[src/rtl/nios_qsys_cpu_0_oci_dct_packer.sv]
// rtl/nios_qsys_cpu_0_oci_dct_packer.sv - packs 2-bit trace items into 15-slot frames; DCT_PACKER_STATS_EN builds frames_sent
module nios_qsys_cpu_0_oci_dct_packer #(
    parameter int FLUSH_TIMEOUT = 64
) (
    input  logic        clk,
    input  logic        reset_n,
    input  logic        item_valid,
    input  logic [1:0]  item_data,
    output logic        item_ready,
    input  logic        flush,
    output logic        frame_valid,
    input  logic        frame_ready,
    output logic [29:0] dct_buffer,
    output logic [3:0]  dct_count,
    output logic [15:0] frames_sent
);

    localparam int IDLE_W = (FLUSH_TIMEOUT < 2) ? 1 : $clog2(FLUSH_TIMEOUT + 1);
    localparam logic [IDLE_W-1:0] IDLE_MAX = IDLE_W'(FLUSH_TIMEOUT);

    logic [29:0]       acc_q;
    logic [3:0]        acc_cnt_q;
    logic [IDLE_W-1:0] idle_q;
    logic              flush_pending_q;
    logic              frame_valid_q;
    logic [29:0]       dct_buffer_q;
    logic [3:0]        dct_count_q;

    logic              accept;
    logic              timeout_hit;
    logic              close_req;
    logic              transfer;
    logic [29:0]       acc_base;
    logic [3:0]        cnt_base;
    logic [29:0]       acc_next;
    logic [3:0]        cnt_next;
    logic [IDLE_W-1:0] idle_next;
    logic              flush_pending_next;

    assign item_ready  = reset_n && (acc_cnt_q != 4'd15);
    assign accept      = item_valid && item_ready;
    assign timeout_hit = (FLUSH_TIMEOUT != 0) && (idle_q == IDLE_MAX);
    assign close_req   = (acc_cnt_q == 4'd15) || flush_pending_q || timeout_hit;
    assign transfer    = close_req && (acc_cnt_q != 4'd0) && (!frame_valid_q || frame_ready);

    // A transfer empties the accumulator first, so a same-cycle item lands in slot 0.
    always_comb begin
        acc_base = transfer ? 30'd0 : acc_q;
        cnt_base = transfer ? 4'd0 : acc_cnt_q;
        acc_next = acc_base;
        cnt_next = cnt_base;
        if (accept) begin
            for (int k = 0; k < 15; k++) begin
                if (cnt_base == 4'(k)) begin
                    acc_next[2*k +: 2] = item_data;
                end
            end
            cnt_next = cnt_base + 4'd1;
        end
    end

    always_comb begin
        idle_next = idle_q;
        if (accept || transfer) begin
            idle_next = '0;
        end else if ((acc_cnt_q != 4'd0) && (idle_q != IDLE_MAX)) begin
            idle_next = idle_q + IDLE_W'(1);
        end
    end

    // A flush only sticks when something will be left to emit.
    always_comb begin
        flush_pending_next = transfer ? 1'b0 : flush_pending_q;
        if (flush && (cnt_next != 4'd0)) begin
            flush_pending_next = 1'b1;
        end
    end

    always_ff @(posedge clk) begin
        if (!reset_n) begin
            acc_q           <= '0;
            acc_cnt_q       <= '0;
            idle_q          <= '0;
            flush_pending_q <= 1'b0;
        end else begin
            acc_q           <= acc_next;
            acc_cnt_q       <= cnt_next;
            idle_q          <= idle_next;
            flush_pending_q <= flush_pending_next;
        end
    end

    always_ff @(posedge clk) begin
        if (!reset_n) begin
            frame_valid_q <= 1'b0;
            dct_buffer_q  <= '0;
            dct_count_q   <= '0;
        end else if (transfer) begin
            frame_valid_q <= 1'b1;
            dct_buffer_q  <= acc_q;
            dct_count_q   <= acc_cnt_q;
        end else if (frame_valid_q && frame_ready) begin
            frame_valid_q <= 1'b0;
            dct_buffer_q  <= '0;
            dct_count_q   <= '0;
        end
    end

    assign frame_valid = frame_valid_q;
    assign dct_buffer  = dct_buffer_q;
    assign dct_count   = dct_count_q;

`ifdef DCT_PACKER_STATS_EN
    logic [15:0] frames_sent_q;

    always_ff @(posedge clk) begin
        if (!reset_n) begin
            frames_sent_q <= '0;
        end else if (transfer) begin
            frames_sent_q <= frames_sent_q + 16'd1;
        end
    end

    assign frames_sent = frames_sent_q;
`else
    assign frames_sent = 16'd0;
`endif

endmodule

[config.mk]
export PLATFORM = sky130hd
export DESIGN_NAME = nios_qsys_cpu_0_oci_dct_packer
export DESIGN_NICKNAME = d
export VERILOG_FILES = /design/src/rtl/nios_qsys_cpu_0_oci_dct_packer.sv
export SDC_FILE = /design/constraint.sdc
export NUM_CORES = 1
export LEC_CHECK = 0
export BUFFER_PORTS_ARGS = -buffer_cell sky130_fd_sc_hd__buf_2
export CAP_MARGIN = 10
export CORE_MARGIN = 3
export CORE_UTILIZATION = 49
export DETAILED_ROUTE_END_ITERATION = 6
export PLACE_DENSITY = 0.8
export SKIP_CTS_REPAIR_TIMING = 1
export SLEW_MARGIN = 20
export SYNTH_ARGS = -nofsm -noshare
export SYNTH_HDL_FRONTEND = slang
export SYNTH_SLANG_ARGS = --single-unit
[constraint.sdc]
create_clock -name clk -period 2.42 [get_ports clk]
set_input_delay 0.484 -clock clk [delete_from_list [all_inputs] [get_ports clk]]
set_output_delay 0.484 -clock clk [all_outputs]
set_load 0.03 [all_outputs]
==> out/qor.txt <==
most common cell in the netlist: dfxtp_1
prevailing post-synth register cell: dfxtp_1
cell accounting for the most synthesized area: dfxtp_1
first-pass GRT wire length: 10.5 mm
startpoint types: flop
GR met2 Demand/Resource: 27.6%
Seq cells post-synth: 77
Final Hold Fails: 0
antenna violations before repair: 0
Die Ht: 86.9 µm
Vias/cell: 5.41
port bufs: 42
EDFF count, synth: 0
DR DRC count: 0
Cells after Synth: 319
final cycle utilization of the critical path: 95.4%
total power draw: 2.53 mW
post-synth top area share: 48.1%
Layout area overhead: 13.3%
Commonest cells post-synth: 77 x dfxtp_1, 36 x nor2_1, 34 x a22o_1
met3 usage: 7.00%
maxcap violations: 0
TritonCTS buffer count: 9
Crit path largest cell delay: 0.38 ns
PwrDens: 697 mW/mm²
min-delay src: acc_q[2]
full die area: 0.00755 mm²
Top delay family on crit path: compound AO/OA/AOI/OAI gates
Worst-Skew Late Latency: 0.35 ns
Mean Syn Cell Area: 10.0 µm²
FF/Latch Area: 0.00154 mm²
Placed Area: 0.00341 mm²
GRT overflow: 0
Crit Path Class: flop to flop
grt met1 use: 23.0%
CTS root buf: clkbuf_8
clock skew: 0.0105 ns
drt wl/cell: 14.8 µm
placed cells: 427
CP Max Fanout: 6
fin cells: 443
Via Count: 2398
Clock Sinks: 77
wirelength, routed: 6.56 mm
r2r endpoint: flush_pending_q
initial core utilization: 52.3%
Setup violations, final: 0
htree depth: 3
clock slew at reported path FFs: 0.08 ns
Hold Path Class: flop to flop
Yosys warnings: 0
Gate power share: 7.6%
CP max stage cell: dfxtp_1
reg2reg path depth: 11
end-of-flow core utilization: 59.2%
Switching Fraction: 24.2%
IO Pins: 59
Antenna diodes: 0
share of flip-flops with an asynchronous set or reset: 0%
Crit. End Element: flop
largest cells by area after synthesis: dfxtp_1 48%, a22o_1 9.3%, mux2i_1 6.9%
WP data required: 2.64 ns
NetSw: 613 µW
Hold Path Depth: 2
outcome: finished, final reports clean
Clock Power Share: 41.6%
worst path bufs/invs: 2
core area: 0.00613 mm²
Max Root-Sink Buffers: 2
reg2reg start: idle_q[0]
worst path cell trace: inv_1, ha_1, nor2b_1, a211oi_4, or3_1, nand2_1, inv_1, ha_1, nand2_1, o31ai_2, o32ai_1
DP HPWL: 4.40 mm
number of nets in the layout: 376
GRT Overall Usage: 17.8%
FILL cells: 536
fin crit period: 2.31 ns
fin area: 0.00363 mm²
P_int: 1.92 mW
pre-CTS setup slack: 0.225 ns
Die Width: 86.9 µm
post-synthesis sequential area ratio: 48.1%
gr busiest metal: met2
hold path endpoint: acc_q[2]
fin. max-slew vios: 0
Post-Syn Area: 0.00320 mm²
fraction of layout cells with a size suffix above 1: 21.2%
Leak: 1.70 nW
CP arrival: 2.53 ns
synth unique cells: 46
TritonCTS clock tree: done
drt pass-1 iters: 4
footprint of the multi-input gates: 0.00144 mm²
DRT iter0 DRCs: 132
power share of the sequential group: 50.8%
routability cong.: 0.827
FF-to-FF setup slack: 0.11 ns
largest net degree at the start of global routing: 35
Site Rows: 28
top achievable clock speed: 0.433 GHz
vias in the first global route: 2199
Setup WS post-layout: 0.112 ns
peak supply drop: 500 µV
final antenna-violating net count: 0
-- cell usage in the layout (no fill, tap or decap), types with 3 or more instances in the layout --
cell      instances
a21oi_1           4
a22o_1           34
and3_1            6
buf_2            42
buf_4            15
clkbuf_8          9
conb_1           16
dfxtp_1          77
ha_1              6
inv_1             4
mux2i_1          22
nand2_1          21
nand3_1           8
nand4_1           5
nor2_1           36
nor2b_1           5
o21ai_0           4
o21ai_1           5
o22ai_1           8
xnor2_1           4
xor2_1            3
-- kinds of logic after synthesis --
group	count (synthesis)	share of synthesized area (%)
fa+ha+maj	6	2.34
xor+xnor	7	1.91
buf+inv	43	8.79
simple gates	95	15.1
flops	77	48.1
compound gates	68	16.8
other cells	1	0.117
mux	22	6.87
-- tightest hold or removal path, cell delays in order (launching register included) --
cell and delay, ns:
dfxtp_1 0.31, nand2_1 0.06, o22ai_1 0.05
-- per-stage QoR --
stage	hold WS, ns	TNS (ns)
global placement	0.447	0
finish	0.465	0
floorplan	0.435	0
detailed placement	0.450	0
CTS	0.462	0
global route	0.488	-0.0244
-- cell type report --
cell class,instances,area share [%]
Timing Repair Buffer,57,8.89
Clock inverter,5,2.28
Tap cell,75,2.59
Multi-Input combinational cell,214,39.7
Clock buffer,11,3.62
Inverter,4,0.414
Sequential cell,77,42.5
-- metal layers --
metal | vias to the layer above | wire length (µm)
met1 | 1135 | 3000
met5 | - | 0
met3 | 7 | 411
li1 | 1187 | -
met4 | 0 | 67
met2 | 69 | 3080
-- worst max-delay path by stage --
stage               startpoint         endpoint  slack, ns  cells after the start
floorplan            idle_q[0]  flush_pending_q       0.11                     11
global placement     idle_q[0]  flush_pending_q       0.27                     10
detailed placement   idle_q[0]  flush_pending_q       0.23                     11
CTS                  idle_q[0]  flush_pending_q       0.18                     11
global route         idle_q[0]  flush_pending_q      -0.02                     11
finish               idle_q[0]  flush_pending_q       0.11                     11
-- flip-flops by register name (all words and copies together) (netlist names) --
signal / count
acc_cnt_q: 4
acc_q: 30
dct_buffer: 30
dct_count: 4
flush_pending_q: 1
frame_valid: 1
idle_q: 7
-- power by group through the flow --
stage               Sequential [mW]  Clock, mW  Combinational [mW]
detailed placement             1.31          0               0.188
CTS                            1.29       1.07               0.190
global route                   1.29       1.13               0.210
finish                         1.29       1.05               0.193
floorplan                      1.31          0               0.167
global placement               1.31          0               0.185
Note: power is estimated with default switching activity, not from simulation.
